**config.mk**
```make
export PLATFORM = sky130hd
export DESIGN_NAME = fetch_unit
export DESIGN_NICKNAME = d
export VERILOG_FILES = /design/src/rtl/fetch_pkg.sv /design/src/rtl/next_pc_logic.sv /design/src/rtl/fetch_unit.sv
export SDC_FILE = /design/constraint.sdc
export NUM_CORES = 1
export LEC_CHECK = 0
export BUFFER_PORTS_ARGS = -buffer_cell sky130_fd_sc_hd__buf_4
export CORE_ASPECT_RATIO = 1.75
export CORE_MARGIN = 5
export CORE_UTILIZATION = 50
export DETAILED_ROUTE_END_ITERATION = 8
export PLACE_DENSITY = 0.89
export SETUP_SLACK_MARGIN = 0.15
export SYNTH_ARGS = -nofsm -noshare
export SYNTH_HDL_FRONTEND = slang
export SYNTH_SLANG_ARGS = --single-unit
```
**constraint.sdc**
```tcl
create_clock -name clk -period 4.5 [get_ports clk]
set_input_delay 0.9 -clock clk [delete_from_list [all_inputs] [get_ports clk]]
set_output_delay 0.9 -clock clk [all_outputs]
set_load 0.05 [all_outputs]
```
**src/rtl/fetch_pkg.sv**
```systemverilog
// Shared types and constants for the instruction fetch unit.
package fetch_pkg;

  localparam int unsigned XLEN = 32;
  localparam int unsigned OP_W = 6;

  localparam logic [XLEN-1:0] DEFAULT_RESET_PC = 32'h0000_0000;

  // Fetch FSM: request, wait for memory, hold the instruction until retired.
  typedef enum logic [1:0] {
    StFetch,
    StWait,
    StHold
  } state_e;

endpackage

```
**src/rtl/next_pc_logic.sv**
```systemverilog
// Next-PC selection for the retiring instruction: jump, taken branch or sequential.
// Jump wins over branch when both are asserted. All arithmetic wraps at 2^32.
module next_pc_logic
  import fetch_pkg::*;
(
  input  logic [XLEN-1:0] pc_plus4_i,
  input  logic [25:0]     instr_idx_i,
  input  logic            branch_i,
  input  logic            jump_i,
  input  logic            zero_i,
  output logic [XLEN-1:0] next_pc_o
);

  logic [XLEN-1:0] jump_target;
  logic [XLEN-1:0] branch_target;

  assign jump_target   = {pc_plus4_i[31:28], instr_idx_i, 2'b00};
  assign branch_target = pc_plus4_i + {{14{instr_idx_i[15]}}, instr_idx_i[15:0], 2'b00};

  // Priority select of the next fetch address.
  always_comb begin
    next_pc_o = pc_plus4_i;
    if (jump_i) begin
      next_pc_o = jump_target;
    end else if (branch_i && zero_i) begin
      next_pc_o = branch_target;
    end
  end

endmodule

```
**src/rtl/fetch_unit.sv**
```systemverilog
// Instruction fetch unit: requests a word at pc, holds it for decode until retired,
// then advances pc via next_pc_logic.
// Optional performance counters are built when FETCH_PERF_CNT_EN is defined.
module fetch_unit
  import fetch_pkg::*;
#(
  parameter logic [XLEN-1:0] RESET_PC = DEFAULT_RESET_PC
) (
  input  logic            clk,
  input  logic            rst_n,
  output logic            imem_req_o,
  output logic [XLEN-1:0] imem_addr_o,
  input  logic            imem_ready_i,
  input  logic [XLEN-1:0] imem_rdata_i,
  output logic [XLEN-1:0] instr_o,
  output logic [OP_W-1:0] op_o,
  output logic            instr_valid_o,
  input  logic            retire_i,
  input  logic            branch_i,
  input  logic            jump_i,
  input  logic            zero_i,
`ifdef FETCH_PERF_CNT_EN
  output logic [31:0]     retired_cnt_o,
  output logic [31:0]     stall_cnt_o,
`endif
  output logic [XLEN-1:0] pc_o,
  output logic [XLEN-1:0] pc_plus4_o
);

  state_e          state_q;
  logic [XLEN-1:0] pc_q;
  logic [XLEN-1:0] instr_q;
  logic            valid_q;
  logic [XLEN-1:0] pc_plus4;
  logic [XLEN-1:0] next_pc;

  assign pc_plus4 = pc_q + 32'd4;

  next_pc_logic u_next_pc (
    .pc_plus4_i  (pc_plus4),
    .instr_idx_i (instr_q[25:0]),
    .branch_i    (branch_i),
    .jump_i      (jump_i),
    .zero_i      (zero_i),
    .next_pc_o   (next_pc)
  );

  // Fetch FSM with pc and instruction registers; ready is only looked at while requesting.
  always_ff @(posedge clk or negedge rst_n) begin
    if (!rst_n) begin
      state_q <= StFetch;
      pc_q    <= RESET_PC;
      instr_q <= '0;
      valid_q <= 1'b0;
    end else begin
      unique case (state_q)
        StFetch, StWait: begin
          if (imem_ready_i) begin
            instr_q <= imem_rdata_i;
            valid_q <= 1'b1;
            state_q <= StHold;
          end else begin
            state_q <= StWait;
          end
        end
        StHold: begin
          if (retire_i) begin
            pc_q    <= next_pc;
            valid_q <= 1'b0;
            state_q <= StFetch;
          end
        end
        default: begin
          state_q <= StFetch;
          valid_q <= 1'b0;
        end
      endcase
    end
  end

  // Gated with rst_n so the request drops the instant reset asserts.
  assign imem_req_o    = rst_n && (state_q != StHold);
  assign imem_addr_o   = pc_q;
  assign instr_o       = instr_q;
  assign op_o          = instr_q[31:26];
  assign instr_valid_o = valid_q;
  assign pc_o          = pc_q;
  assign pc_plus4_o    = pc_plus4;

`ifdef FETCH_PERF_CNT_EN
  logic [31:0] retired_cnt_q;
  logic [31:0] stall_cnt_q;

  // Retire and memory-stall event counters, free-running with wrap.
  always_ff @(posedge clk or negedge rst_n) begin
    if (!rst_n) begin
      retired_cnt_q <= '0;
      stall_cnt_q   <= '0;
    end else begin
      if (state_q == StHold && retire_i) begin
        retired_cnt_q <= retired_cnt_q + 32'd1;
      end
      if (state_q == StWait) begin
        stall_cnt_q <= stall_cnt_q + 32'd1;
      end
    end
  end

  assign retired_cnt_o = retired_cnt_q;
  assign stall_cnt_o   = stall_cnt_q;
`endif

endmodule
```
==> results of run 1 <==
-- placed cells by master (no fill, tap or decap), types with 3 or more instances in the layout --
| master | netlist | final |
|---|---|---|
| sky130_fd_sc_hd__conb_1 | 1 | 6 |
| sky130_fd_sc_hd__nor3_1 | 8 | 8 |
| sky130_fd_sc_hd__a21oi_1 | 54 | 54 |
| sky130_fd_sc_hd__a211oi_1 | 10 | 10 |
| sky130_fd_sc_hd__xnor2_1 | 29 | 25 |
| sky130_fd_sc_hd__clkinvlp_4 | 0 | 3 |
| sky130_fd_sc_hd__nor3_2 | 4 | 4 |
| sky130_fd_sc_hd__mux2i_1 | 4 | 4 |
| sky130_fd_sc_hd__buf_4 | 42 | 173 |
| sky130_fd_sc_hd__o21a_1 | 3 | 3 |
| sky130_fd_sc_hd__and3_1 | 7 | 7 |
| sky130_fd_sc_hd__nand3_1 | 18 | 18 |
| sky130_fd_sc_hd__nor2_1 | 45 | 45 |
| sky130_fd_sc_hd__ha_1 | 36 | 36 |
| sky130_fd_sc_hd__clkbuf_16 | 0 | 9 |
| sky130_fd_sc_hd__and2_1 | 4 | 4 |
| sky130_fd_sc_hd__a21o_1 | 17 | 17 |
| sky130_fd_sc_hd__nand4_1 | 5 | 5 |
| sky130_fd_sc_hd__o21ai_0 | 48 | 48 |
| sky130_fd_sc_hd__xor2_1 | 24 | 24 |
| sky130_fd_sc_hd__mux2_2 | 31 | 31 |
| sky130_fd_sc_hd__nand2_1 | 69 | 69 |
| sky130_fd_sc_hd__xnor2_2 | 0 | 4 |
| sky130_fd_sc_hd__nor4_1 | 3 | 3 |
| sky130_fd_sc_hd__o211ai_1 | 12 | 12 |
| sky130_fd_sc_hd__a31oi_1 | 5 | 5 |
| sky130_fd_sc_hd__a21boi_0 | 3 | 3 |
| sky130_fd_sc_hd__inv_1 | 16 | 16 |
| sky130_fd_sc_hd__o21bai_1 | 3 | 3 |
| sky130_fd_sc_hd__nand2b_1 | 3 | 3 |
| sky130_fd_sc_hd__o22ai_1 | 3 | 3 |
| sky130_fd_sc_hd__dfrtp_1 | 65 | 65 |
-- flip-flops by register name, indices dropped and copies added, names as in the netlist --
| name | cells |
|---|---|
| instr_o | 32 |
| instr_valid_o | 1 |
| imem_addr_o | 30 |
| state_q | 2 |
-- worst reg2reg max path: stages, from the launching register on --
cell and delay (ns):
sky130_fd_sc_hd__dfrtp_1 0.45, sky130_fd_sc_hd__ha_1 0.25, sky130_fd_sc_hd__nand2_1 0.11, sky130_fd_sc_hd__nor3_2 0.36, sky130_fd_sc_hd__nand2_1 0.15, sky130_fd_sc_hd__nor2_1 0.13
sky130_fd_sc_hd__xor2_1 0.33, sky130_fd_sc_hd__ha_1 0.34, sky130_fd_sc_hd__a211oi_1 0.29, sky130_fd_sc_hd__and3_1 0.25, sky130_fd_sc_hd__a21boi_0 0.20, sky130_fd_sc_hd__a21oi_1 0.38
sky130_fd_sc_hd__o21ai_0 0.17, sky130_fd_sc_hd__a21oi_1 0.23, sky130_fd_sc_hd__xor2_1 0.22, sky130_fd_sc_hd__a21oi_1 0.10
-- routing by layer --
metal	global-route usage [%]	wire, um	up-vias	part of all wire, %
li1	-	-	2444	-
met4	16.79	929	0	5.4
met1	27.30	5854	2514	34
met3	5.107	1131	75	6.6
met5	0	0	-	0
met2	47.64	9254	255	54
-- area by class of cell --
type	count	area (um^2)	share of cell area (%)
multi-input cells	487	3333	49.08
flip-flops and latches	65	1627	23.95
repair buffers	173	1299	19.12
clock buffers	10	239.0	3.519
well taps	130	162.7	2.395
clock inverters	6	66.31	0.9764
inverters	17	65.06	0.9580
-- final timing paths --
kind | endpoint
setup / recovery | imem_addr_o[23]
hold / removal | instr_o[12]
setup reg to reg | imem_addr_o[23]
hold reg to reg | instr_valid_o
max in group asynchronous | imem_addr_o[13]
min in group clk | instr_valid_o
-- metrics by stage --
| step | cells | setup slack [ns] |
|---|---|---|
| global route | 888 | 0.2081 |
| detailed placement | 872 | 0.5942 |
| global placement | 872 | 0.6110 |
| finish | 888 | 0.4256 |
| CTS | 888 | 0.5442 |
| floorplan | 635 | 0.1780 |
-- kinds of logic after synthesis --
logic type,count (synthesis),synth area share [%]
xor+xnor,53,8.636
fa+ha+maj,37,8.752
simple gates,178,15.90
mux,35,7.239
other cells,1,0.06977
buf+inv,83,8.775
flops,65,30.26
compound gates,178,20.37
==> flow_metrics.tcl, run 1 <==
set metrics [dict create \
    rsz0062_at_grt "no" \
    drt_pre_antenna_iters 7 \
    post_synth_main_area_contributors "sky130_fd_sc_hd__dfrtp_1, sky130_fd_sc_hd__ha_1, sky130_fd_sc_hd__mux2_2" \
    clkTransAtPathRegs_ns 0.06 \
    first_iter_violations 325 \
    post_route_cells_drive_above_1_share_pct 31.40 \
    dpl-instance-area_um2 6486 \
    die_w_um 88.38 \
    cp_cell_sequence "ha_1 > nand2_1 > nor3_2 > nand2_1 > nor2_1 > xor2_1 > ha_1 > a211oi_1 > and3_1 > a21boi_0 > a21oi_1 > o21ai_0 > a21oi_1 > xor2_1 > a21oi_1" \
    synthCells 630 \
    cp_common_cell "sky130_fd_sc_hd__a21oi_1" \
    yosys.cell_count.top_type "sky130_fd_sc_hd__nand2_1" \
    antenna_violating_nets_post_route 0 \
    cts.repair_timing.setup_buffer_count 0 \
    ys_async_sr_fraction_pct 100.0 \
    timing.final.crit_share_pct 90.54 \
    synthToLayoutAreaGrowth_pct 26.35 \
    fmax_ghz 0.2454 \
    timing.setup.tns_ns 0 \
    cts-resized-gates 0 \
    worst_setup_path_end_kind "flip-flop" \
    yosys.cell_types.count 60 \
    rrSetupSlack_ns 0.43 \
    std_cell_core_area_um2 10640 \
    die_area_um2 13010 \
    die_h_um 147.2 \
    post_synth_most_frequent_cells "sky130_fd_sc_hd__nand2_1, sky130_fd_sc_hd__dfrtp_1, sky130_fd_sc_hd__a21oi_1" \
    class_of_the_most_critical_setup_path "flip-flop to flip-flop" \
    cpLargestDelayFamily "compound AO/OA/AOI/OAI gates" \
    place.port_buffers 168 \
    depth_of_the_worst_register_to_register_path 15 \
    postSynthAreaPerCell_um2 8.532 \
    floorplan.io_pins 175 \
    yosys_most_used_dff "sky130_fd_sc_hd__dfrtp_1" \
    synth.ff_latch_count 65 \
    grt_max_degree 50 \
    cp-start-kind "flip-flop" \
    cp_num_buf_inv 0 \
    synth_top_area_share_pct 30.26 \
    finalHoldViolations 0 \
    cts.root.buffer_cell "sky130_fd_sc_hd__clkbuf_16" \
    final_net_count 829 \
    gr-total-overflow 0 \
    number_of_buffers_added_by_the_clock_tree_synthesis_step 9 \
    cts-htree-levels 3 \
    final-max-slew-violation-count 0 \
    fin_area_um2 6792 \
    synth.cell_area_um2 5375 \
    critical-path-slowest-cell "sky130_fd_sc_hd__dfrtp_1" \
    hold_fix_buffers_cts 0 \
    drc 0 \
    gp_congestion 0.9791 \
    fillerInstances 885 \
    groute.usage.overall_pct 26.65 \
    cp_num_cells 15 \
    synth_warnings 0 \
    num_rows 50 \
    initial_antenna_violation_count 0 \
    worst_hold_slack_ns 0.4823 \
    grt_first_pass_wirelength_um 27240 \
    skew_ns 0.007651 \
    final_period_minus_worst_setup_slack_ns 4.074 \
    yosysTopAreaCell "sky130_fd_sc_hd__dfrtp_1" \
    critical_path_arrival_ns 4.29 \
    starting_density_of_the_core_pct 50.54 \
    cts.path.max_buffers 2 \
    status "completed" \
    min-delay-path-class "input pin to asynchronous set/reset pin" \
    cp-startpoint "imem_addr_o[2]" \
    slew_headroom_pct 28.62 \
    synth-seq-area-share_pct 30.26 \
    max_slew.worst_pin.slew_ns 1.068 \
    count_of_flip_flops_with_a_built_in_enable_after_synthesis 0 \
    routed-via-count 5288 \
    cp.required_ns 4.72 \
    detail_route.wirelength_um 17170 \
    avgViaCountPerCell 5.955 \
    max_stage_delay_ns 0.45 \
    path_max_fanout 6 \
    setup_violations 0 \
    num_antenna_cells 0 \
    regToRegStartpoint "imem_addr_o[2]" \
    via_count_of_the_first_global_routing_pass 5466 \
    tritoncts_num_sinks 65 \
    clkLatencyLatePin_ns 0.34 \
    post-dp-hpwl_um 12740 \
    cts_tree "done" \
    wl_per_cell_um 19.34 \
    utilization_pct 63.86 \
    timing.max_cap.violations 0 \
]
Power of run 1 is not shown: default switching activity piles up to over one toggle a cycle in this logic, so the estimate is an artifact.
==> run 2: changes to the inputs <==
- ABC_AREA: default -> 1
- HOLD_SLACK_MARGIN: default -> 0.15
- PLACE_DENSITY: 0.89 -> 0.87
==> flow_metrics.tcl, run 2 <==
set metrics [dict create \
    clkLatencyLatePin_ns 0.33 \
    timing.final.crit_share_pct 84.82 \
    synth.ff_latch_count 65 \
    cts-resized-gates 0 \
    rrSetupSlack_ns 0.68 \
    timing.setup.tns_ns 0 \
    post-dp-hpwl_um 17530 \
    std_cell_core_area_um2 12360 \
    worst_hold_slack_ns 0.4640 \
    yosysTopAreaCell "sky130_fd_sc_hd__dfrtp_1" \
    cp-startpoint "imem_addr_o[7]" \
    class_of_the_most_critical_setup_path "flip-flop to flip-flop" \
    drc 0 \
    synth-seq-area-share_pct 25.94 \
    antenna_violating_nets_post_route 0 \
    postSynthAreaPerCell_um2 6.470 \
    cts_tree "done" \
    first_iter_violations 672 \
    gr-total-overflow 0 \
    depth_of_the_worst_register_to_register_path 20 \
    final-max-slew-violation-count 0 \
    fmax_ghz 0.2620 \
    drt_pre_antenna_iters 5 \
    post_synth_most_frequent_cells "sky130_fd_sc_hd__nand2_1, sky130_fd_sc_hd__inv_1, sky130_fd_sc_hd__nor2_1" \
    synthCells 969 \
    critical_path_arrival_ns 4.04 \
    die_h_um 158.1 \
    grt_first_pass_wirelength_um 34220 \
    starting_density_of_the_core_pct 50.71 \
    die_w_um 94.65 \
    post_route_cells_drive_above_1_share_pct 21.86 \
    clkTransAtPathRegs_ns 0.06 \
    cts.path.max_buffers 2 \
    max_slew.worst_pin.slew_ns 0.9063 \
    cts-htree-levels 3 \
    cts.root.buffer_cell "sky130_fd_sc_hd__clkbuf_16" \
    via_count_of_the_first_global_routing_pass 6753 \
    gp_congestion 1.116 \
    yosys.cell_count.top_type "sky130_fd_sc_hd__nand2_1" \
    synth_top_area_share_pct 25.94 \
    die_area_um2 14970 \
    num_antenna_cells 0 \
    num_rows 54 \
    path_max_fanout 7 \
    post_synth_main_area_contributors "sky130_fd_sc_hd__dfrtp_1, sky130_fd_sc_hd__nand2_1, sky130_fd_sc_hd__inv_1" \
    status "completed" \
    synthToLayoutAreaGrowth_pct 22.41 \
    leading_cell_types_in_the_layout_fill_and_taps_excluded "sky130_fd_sc_hd__nand2_1, sky130_fd_sc_hd__buf_4, sky130_fd_sc_hd__inv_1" \
    floorplan.io_pins 175 \
    wl_per_cell_um 17.57 \
    cp-start-kind "flip-flop" \
    cts.repair_timing.setup_buffer_count 0 \
    routed-via-count 6973 \
    grt_max_degree 48 \
    rsz0062_at_grt "no" \
    yosys_most_used_dff "sky130_fd_sc_hd__dfrtp_1" \
    synth_warnings 0 \
    final_period_minus_worst_setup_slack_ns 3.817 \
    min-delay-path-class "input pin to asynchronous set/reset pin" \
    skew_ns 0.006808 \
    cp.required_ns 4.72 \
    fillerInstances 1134 \
    slew_headroom_pct 39.58 \
    regToRegStartpoint "imem_addr_o[7]" \
    final_net_count 1171 \
    setup_violations 0 \
    timing.max_cap.violations 0 \
    number_of_buffers_added_by_the_clock_tree_synthesis_step 9 \
    groute.usage.overall_pct 29.65 \
    initial_antenna_violation_count 0 \
    largest_register_ff_count 32 \
    tritoncts_num_sinks 65 \
    place.port_buffers 168 \
    detail_route.wirelength_um 22240 \
    avgViaCountPerCell 5.508 \
    count_of_flip_flops_with_a_built_in_enable_after_synthesis 0 \
    mostFrequentLayoutCell "sky130_fd_sc_hd__nand2_1" \
    finalHoldViolations 0 \
    worst_setup_path_end_kind "flip-flop" \
    worstReg2RegEnd "imem_addr_o[23]" \
    ys_async_sr_fraction_pct 100.0 \
    yosys.cell_types.count 45 \
    hold_fix_buffers_cts 0 \
    synth.cell_area_um2 6270 \
]
==> run 2: changes by cell type after synthesis, sizes merged, moves of 9 or more <==
cell    before  now
a21o        17    1
nand2       69  299
a211oi      10    0
nand3       19   61
a21oi       54   63
nor2        45  103
o211ai      12    2
xnor2       29    5
inv         16  133
==> run 2: per-layer routing <==
metal  track usage, %  routed length [um]  vias to the layer above
met1            32.89                7444                     3166
li1                 -                   -                     3281
met5                0                   0                        -
met3            4.280                1806                      106
met4            19.13                1601                        0
met2            51.99               11390                      420
==> run 2: through the flow <==
step                util (%)  instances  cell area [um^2]  worst slack (ns)
global placement       59.77       1252              7390            0.9741
detailed placement     59.77       1252              7390            0.9116
finish                 62.07       1266              7675            0.6829
CTS                    62.07       1266              7675            0.8871
global route           62.07       1266              7675            0.5012
floorplan                  -        974              6289            0.6000
==> run 2: critical path: stages (launching register included) <==
cell	delay, ns
sky130_fd_sc_hd__dfrtp_1	0.52
sky130_fd_sc_hd__nand2_1	0.17
sky130_fd_sc_hd__nor2_2	0.23
sky130_fd_sc_hd__nand2_1	0.09
sky130_fd_sc_hd__nor2_2	0.30
sky130_fd_sc_hd__inv_2	0.11
sky130_fd_sc_hd__nor2_4	0.14
sky130_fd_sc_hd__xor2_1	0.39
sky130_fd_sc_hd__ha_1	0.34
sky130_fd_sc_hd__nand2_1	0.12
sky130_fd_sc_hd__inv_1	0.05
sky130_fd_sc_hd__a21oi_1	0.27
sky130_fd_sc_hd__inv_1	0.07
sky130_fd_sc_hd__a21oi_1	0.17
sky130_fd_sc_hd__nand2_1	0.19
sky130_fd_sc_hd__nand2_1	0.12
sky130_fd_sc_hd__nand3b_1	0.08
sky130_fd_sc_hd__nand3_1	0.11
sky130_fd_sc_hd__nand2_1	0.11
sky130_fd_sc_hd__nand2_1	0.07
sky130_fd_sc_hd__nand2_1	0.04
==> run 2: cells by family (layout without fill, tap and decap cells) <==
family          count (synthesis)  in the layout  synth area share [%]
xor+xnor                       23             23                 3.333
other cells                     1              6               0.05981
compound gates                127            127                 11.06
buf+inv                       196            320                 14.41
mux                            24             24                 4.311
fa+ha+maj                      37             37                 7.503
simple gates                  496            496                 33.39
flops                          65             65                 25.94
==> run 2: worst max-delay path by stage <==
stage                           end  slack [ns]  depth (start not counted)
floorplan           imem_addr_o[23]        0.60                         18
global placement    imem_addr_o[23]        0.97                         20
detailed placement  imem_addr_o[23]        0.91                         20
CTS                 imem_addr_o[23]        0.89                         20
global route        imem_addr_o[23]        0.50                         21
finish              imem_addr_o[23]        0.68                         20
==> run 2: cell type report <==
type / count / area (um^2) / area share [%]
Sequential cell: 65 / 1627 / 21.19
Multi-Input combinational cell: 713 / 3759 / 48.97
Clock buffer: 11 / 242.7 / 3.163
Clock inverter: 3 / 42.54 / 0.5543
Inverter: 134 / 503.0 / 6.554
Timing Repair Buffer: 172 / 1291 / 16.82
Tap cell: 168 / 210.2 / 2.739
Power of run 2 is left out for the same reason.
